**src/rtl/rect_engine.sv**
```systemverilog
// Rectangle fill / invert / copy engine on framebuffer port B.
// Accepts one command from the register block, then walks the clipped rectangle one pixel at a time.
module rect_engine #(
    parameter int WIDTH  = 320,
    parameter int HEIGHT = 200,
    parameter int XW     = 9,
    parameter int YW     = 8
) (
    input  logic          clk,
    input  logic          rst,
    input  logic          cmd_valid,
    output logic          cmd_ready,
    input  logic [1:0]    cmd_op,
    input  logic [XW-1:0] x0,
    input  logic [XW-1:0] x1,
    input  logic [YW-1:0] y0,
    input  logic [YW-1:0] y1,
    input  logic [XW-1:0] sx,
    input  logic [YW-1:0] sy,
    input  logic          colour,
    output logic          busy,
    output logic          done,
    output logic [XW-1:0] x_b,
    output logic [YW-1:0] y_b,
    output logic          read_b,
    output logic          write_b,
    output logic          in_b,
    input  logic          out_b,
    input  logic          rdy_b,
    output logic [2:0]    state_dbg
);

    // Command handshake: a command transfers on the rising edge where cmd_valid && cmd_ready;
    // cmd_ready is high only in IDLE and the fields are latched on that same edge.

    typedef enum logic [2:0] {
        S_IDLE    = 3'd0,
        S_SETUP   = 3'd1,
        S_RD_REQ  = 3'd2,
        S_RD_WAIT = 3'd3,
        S_WR_REQ  = 3'd4,
        S_WR_WAIT = 3'd5,
        S_NEXT    = 3'd6,
        S_DONE    = 3'd7
    } state_t;

    localparam logic [1:0]    OP_FILL = 2'd0;
    localparam logic [1:0]    OP_INV  = 2'd1;
    localparam logic [1:0]    OP_COPY = 2'd2;
    localparam logic [1:0]    OP_NONE = 2'd3;
    localparam logic [XW:0]   X_LIM   = (XW+1)'(WIDTH);
    localparam logic [YW:0]   Y_LIM   = (YW+1)'(HEIGHT);
    localparam logic [XW-1:0] X_LAST  = XW'(WIDTH - 1);
    localparam logic [YW-1:0] Y_LAST  = YW'(HEIGHT - 1);

    state_t        state;
    logic [1:0]    op_q;
    logic [XW-1:0] x0_q, x1_q, sx_q, cur_x;
    logic [YW-1:0] y0_q, y1_q, sy_q, cur_y;
    logic          colour_q;

    logic [XW-1:0] raw_xmax, xmin, xmax;
    logic [YW-1:0] raw_ymax, ymin, ymax;
    logic          empty, backward;

    // Normalised, clipped rectangle derived from the latched fields; stable for the whole command.
    always_comb begin
        xmin     = (x0_q < x1_q) ? x0_q : x1_q;
        raw_xmax = (x0_q < x1_q) ? x1_q : x0_q;
        ymin     = (y0_q < y1_q) ? y0_q : y1_q;
        raw_ymax = (y0_q < y1_q) ? y1_q : y0_q;
        xmax     = ({1'b0, raw_xmax} >= X_LIM) ? X_LAST : raw_xmax;
        ymax     = ({1'b0, raw_ymax} >= Y_LIM) ? Y_LAST : raw_ymax;
        empty    = ({1'b0, xmin} >= X_LIM) || ({1'b0, ymin} >= Y_LIM);
        backward = (op_q == OP_COPY) && !((sy_q > ymin) || ((sy_q == ymin) && (sx_q >= xmin)));
    end

    logic [XW-1:0] step_x, launch_x, launch_xb;
    logic [YW-1:0] step_y, launch_y, launch_yb;
    logic [XW:0]   src_x;
    logic [YW:0]   src_y;
    logic          last, src_oob, launch_in;
    state_t        launch_st;

    // Pixel iterator and the first access for the pixel about to be started.
    always_comb begin
        step_x = cur_x;
        step_y = cur_y;
        last   = 1'b0;
        if (!backward) begin
            if (cur_x == xmax) begin
                step_x = xmin;
                step_y = cur_y + 1'b1;
                last   = (cur_y == ymax);
            end else begin
                step_x = cur_x + 1'b1;
            end
        end else begin
            if (cur_x == xmin) begin
                step_x = xmax;
                step_y = cur_y - 1'b1;
                last   = (cur_y == ymin);
            end else begin
                step_x = cur_x - 1'b1;
            end
        end

        if (state == S_SETUP) begin
            launch_x = backward ? xmax : xmin;
            launch_y = backward ? ymax : ymin;
        end else begin
            launch_x = step_x;
            launch_y = step_y;
        end

        // One extra bit so a source run past the edge is seen as out of range rather than wrapping.
        src_x   = {1'b0, sx_q} + {1'b0, launch_x} - {1'b0, xmin};
        src_y   = {1'b0, sy_q} + {1'b0, launch_y} - {1'b0, ymin};
        src_oob = (src_x >= X_LIM) || (src_y >= Y_LIM);

        launch_st = S_DONE;
        launch_xb = launch_x;
        launch_yb = launch_y;
        launch_in = 1'b0;
        case (op_q)
            OP_FILL: begin
                launch_st = S_WR_REQ;
                launch_in = colour_q;
            end
            OP_INV: begin
                launch_st = S_RD_REQ;
            end
            OP_COPY: begin
                if (src_oob) begin
                    launch_st = S_WR_REQ;
                end else begin
                    launch_st = S_RD_REQ;
                    launch_xb = src_x[XW-1:0];
                    launch_yb = src_y[YW-1:0];
                end
            end
            default: launch_st = S_DONE;
        endcase
    end

    always_ff @(posedge clk) begin
        if (!rst) begin
            state    <= S_IDLE;
            op_q     <= '0;
            x0_q     <= '0;
            x1_q     <= '0;
            y0_q     <= '0;
            y1_q     <= '0;
            sx_q     <= '0;
            sy_q     <= '0;
            colour_q <= 1'b0;
            cur_x    <= '0;
            cur_y    <= '0;
            x_b      <= '0;
            y_b      <= '0;
            in_b     <= 1'b0;
        end else begin
            case (state)
                S_IDLE: begin
                    if (cmd_valid) begin
                        op_q     <= cmd_op;
                        x0_q     <= x0;
                        x1_q     <= x1;
                        y0_q     <= y0;
                        y1_q     <= y1;
                        sx_q     <= sx;
                        sy_q     <= sy;
                        colour_q <= colour;
                        state    <= S_SETUP;
                    end
                end
                S_SETUP, S_NEXT: begin
                    if (empty || (op_q == OP_NONE) || ((state == S_NEXT) && last)) begin
                        state <= S_DONE;
                    end else begin
                        cur_x <= launch_x;
                        cur_y <= launch_y;
                        x_b   <= launch_xb;
                        y_b   <= launch_yb;
                        in_b  <= launch_in;
                        state <= launch_st;
                    end
                end
                // A completion pulse coinciding with the request cycle is not for this request.
                S_RD_REQ: state <= S_RD_WAIT;
                S_RD_WAIT: begin
                    if (rdy_b) begin
                        x_b   <= cur_x;
                        y_b   <= cur_y;
                        in_b  <= (op_q == OP_INV) ? ~out_b : out_b;
                        state <= S_WR_REQ;
                    end
                end
                S_WR_REQ: state <= S_WR_WAIT;
                S_WR_WAIT: begin
                    if (rdy_b) begin
                        state <= S_NEXT;
                    end
                end
                S_DONE:  state <= S_IDLE;
                default: state <= S_IDLE;
            endcase
        end
    end

    // Pure decodes of the state flop, so they change only on clock edges.
    assign cmd_ready = (state == S_IDLE);
    assign busy      = (state != S_IDLE) && (state != S_DONE);
    assign done      = (state == S_DONE);
    assign read_b    = (state == S_RD_REQ);
    assign write_b   = (state == S_WR_REQ);
    assign state_dbg = state;

endmodule

```
**config.mk**
```make
export PLATFORM = sky130hd
export DESIGN_NAME = rect_engine
export DESIGN_NICKNAME = d
export VERILOG_FILES = /design/src/rtl/rect_engine.sv
export SDC_FILE = /design/constraint.sdc
export NUM_CORES = 1
export LEC_CHECK = 0
export BUFFER_PORTS_ARGS = -buffer_cell sky130_fd_sc_hd__clkbuf_2
export CORE_ASPECT_RATIO = 0.5
export CORE_MARGIN = 10
export CORE_UTILIZATION = 44
export CTS_BUF_LIST = sky130_fd_sc_hd__clkbuf_8
export CTS_CLUSTER_SIZE = 40
export DETAILED_ROUTE_END_ITERATION = 12
export MAX_ROUTING_LAYER = met4
export PLACE_DENSITY = 0.73
export REMOVE_ABC_BUFFERS = 1
export SYNTH_ARGS = -nofsm -noshare
export SYNTH_HDL_FRONTEND = slang
export SYNTH_SLANG_ARGS = --single-unit
```
**constraint.sdc**
```tcl
create_clock -name clk -period 7.7 [get_ports clk]
set_input_delay 0.77 -clock clk [delete_from_list [all_inputs] [get_ports clk]]
set_output_delay 0.77 -clock clk [all_outputs]
set_load 0.005 [all_outputs]
```
==> results_dict.tcl <==
set metrics [dict create \
    tritoncts "built" \
    synth-xor-area-share_pct 5.47 \
    maxSlewViolCount 0 \
    die_h_um 119 \
    syn_inst 1161 \
    synth_top_area_share_pct 21.3 \
    synth_edf_count 0 \
    drv_cap 0 \
    timing.rr.end "x_b[6]" \
    finalSetupViolations 0 \
    clk_path_buf_depth 2 \
    rows 36 \
    critPathKind "reg2reg" \
    io_buffers 84 \
    path_clk_slew_ns 0.11 \
    wl_um 32000 \
    antenna_found_initial 0 \
    drive_above_1_share_pct 27.9 \
    start_util_pct 44.7 \
    antennaDiodeCount 0 \
    clkSinkCount 92 \
    endpoint_kind "flip-flop" \
    root_buffer "clkbuf_8" \
    final_antenna_net_count 0 \
    routed_via_density 5.96 \
    synth_most_common_cell "nand2_1" \
    yosysTopAreaCell "dfxtp_1" \
    cts_max_level 3 \
    path_max_fanout 8 \
    coreArea_um2 19400 \
    fmax_mhz 134 \
    syn_avg_cell_area_um2 7.45 \
    critPathMaxStageDelay_ns 0.50 \
    syn-cell-area_um2 8650 \
    synth-simple-area-share_pct 21.8 \
    pin_count 85 \
    synth_top_family_by_area "compound AO/OA/AOI/OAI gates" \
    finalHoldViolCount 0 \
    vias 9657 \
    grt_pass1_vias 9024 \
    cts_inserted_buffers 9 \
    firstDrtPassIters 5 \
    drt_iter0_drc 1221 \
    critPathTopFamily "compound AO/OA/AOI/OAI gates" \
    wl_per_cell_um 19.8 \
    async_reset_ff_share_pct 0 \
    holdWs_ns 0.467 \
    ff2ff_setup_slack_ns 0.25 \
    synth.mux.area_fraction_pct 4.66 \
    cp_data_arrival_time_ns 7.74 \
    slowest_stage "fa_1" \
    layout.nets 1479 \
    ys_seq_area_share_pct 21.3 \
    timing.slew.headroom_pct 25.2 \
    synth_seq_cells 92 \
    fin_crit_ns 7.45 \
    ys_top_cells_by_area "dfxtp_1 21%, ha_1 8.0%, nand2_1 7.6%" \
    track_usage_pct 24.2 \
    place_hpwl_um 23900 \
    insertion_delay_ns 0.42 \
    cp-startpoint "x1_q[3]" \
    postCtsHoldBufs 0 \
    synth_fa_ha_area_share_pct 11.9 \
    grt_max_degree 71 \
    ys_types 94 \
    worstMarginPinSlew_ns 1.12 \
    place.gp.congestion 1.02 \
    cp.required_ns 7.98 \
    chipWidth_um 218 \
    yosys-top-cells-count "176 x nand2_1, 109 x a21oi_1, 92 x dfxtp_1" \
    outcome "finished, final reports clean" \
    endpoint "x_b[6]" \
    grt_pass1_wl_um 49600 \
    dieArea_um2 26000 \
    finClkSkew_ns 0.0160 \
    cp-start-kind "flip-flop" \
    grt-ovfl-total 0 \
    synth_compound_area_share_pct 27.6 \
    drcViolationCount 0 \
    hold_class "reg2reg" \
    yosysWarnings 0 \
    r2r_cells 30 \
    cp.depth 30 \
    syn2layout_area_growth_pct 29.0 \
    crit_buf_inv 5 \
    r2r_start "x1_q[3]" \
    post-route-period-util_pct 96.8 \
    ys.flop_type "dfxtp_1" \
]
[final cells by class]
cell class	count	area [um^2]
inverter	80	300
clock buffer	10	138
multi-input combinational	912	6670
clock inverter	6	116
timing repair buffer	253	1760
tap	266	333
sequential	92	1850
fill	1785	8200
[per-layer routing]
metal	GRT usage [%]	routed length (um)	vias to the layer above
met5	-	0	-
met1	32.5	14000	4550
met4	5.95	678	0
met3	4.37	2970	71
met2	36.8	14400	496
li1	-	-	4540
[timing repair]
| item | CTS | global route |
|---|---|---|
| gates resized for setup | 12 | 80 |
| pin swaps | 3 | 28 |
| setup endpoints to repair | 19 | 19 |
| cloned | 0 | 3 |
| setup buffers | 1 | 17 |
[placed cells by master, fill, tap and decap left out, types with 10 or more instances in the layout]
cell type / instances
nand2_1: 175
buf_4: 161
a21oi_1: 96
dfxtp_1: 90
clkbuf_2: 84
nor2_1: 80
inv_1: 78
ha_1: 47
xnor2_1: 32
o21ai_0: 28
nand3_1: 26
nor3_1: 25
mux2i_1: 23
xor2_1: 20
a31oi_1: 19
o22ai_1: 17
o211ai_1: 16
fa_1: 15
o21ai_1: 13
o21a_1: 12
a21oi_2: 11
a211oi_2: 11
nand2b_1: 11
a211oi_1: 10
clkbuf_8: 10
[cell families (layout without fill, tap and decap cells)]
logic type / Yosys count / after routing
AO/OA/AOI/OAI: 344 / 345
XOR/XNOR: 54 / 54
adder cells (fa/ha/maj): 72 / 72
buffers and inverters: 158 / 349
flip-flops: 92 / 92
multiplexers: 38 / 38
AND/OR/NAND/NOR: 403 / 403
[state kept, by name, indices dropped and copies added, names as in the netlist, 8 cells and up]
| register | count |
|---|---|
| y0_q | 8 |
| cur_x | 9 |
| sx_q | 9 |
| y_b | 8 |
| x0_q | 9 |
| x1_q | 9 |
| cur_y | 8 |
| x_b | 9 |
| y1_q | 8 |
| sy_q | 8 |
[through the flow]
step	std cells	utilization, %	worst slack, ns	cell area, um^2	setup TNS [ns]
after floorplan	1083	-	-2.02	8320	-34.13
after global placement	1582	52.9	-0.421	10200	-5.62
after detailed placement	1582	52.9	-0.526	10200	-7.51
after CTS	1599	54.5	0.0253	10600	0
after global routing	1619	57.7	-0.0799	11200	-0.278
final	1619	57.7	0.245	11200	0
[tightest hold or removal path, delay by kind of cell (launching register included)]
| family | cells | cell delay [ns] |
|---|---|---|
| compound gates | 1 | 0.05 |
| simple gates | 1 | 0.05 |
| flops | 1 | 0.32 |
[worst min-delay path by stage]
stage	endpoint	slack (ns)	depth (start not counted)	from
3_5_place_dp	colour_q	0.46	2	colour_q
6_report	colour_q	0.47	2	colour_q
5_1_grt	colour_q	0.51	2	colour_q
3_3_place_gp	colour_q	0.45	2	colour_q
4_1_cts	colour_q	0.47	2	colour_q
2_1_floorplan	colour_q	0.43	2	colour_q
Power is not shown: default switching activity piles up to over one toggle a cycle in this logic, so the estimate is an artifact.
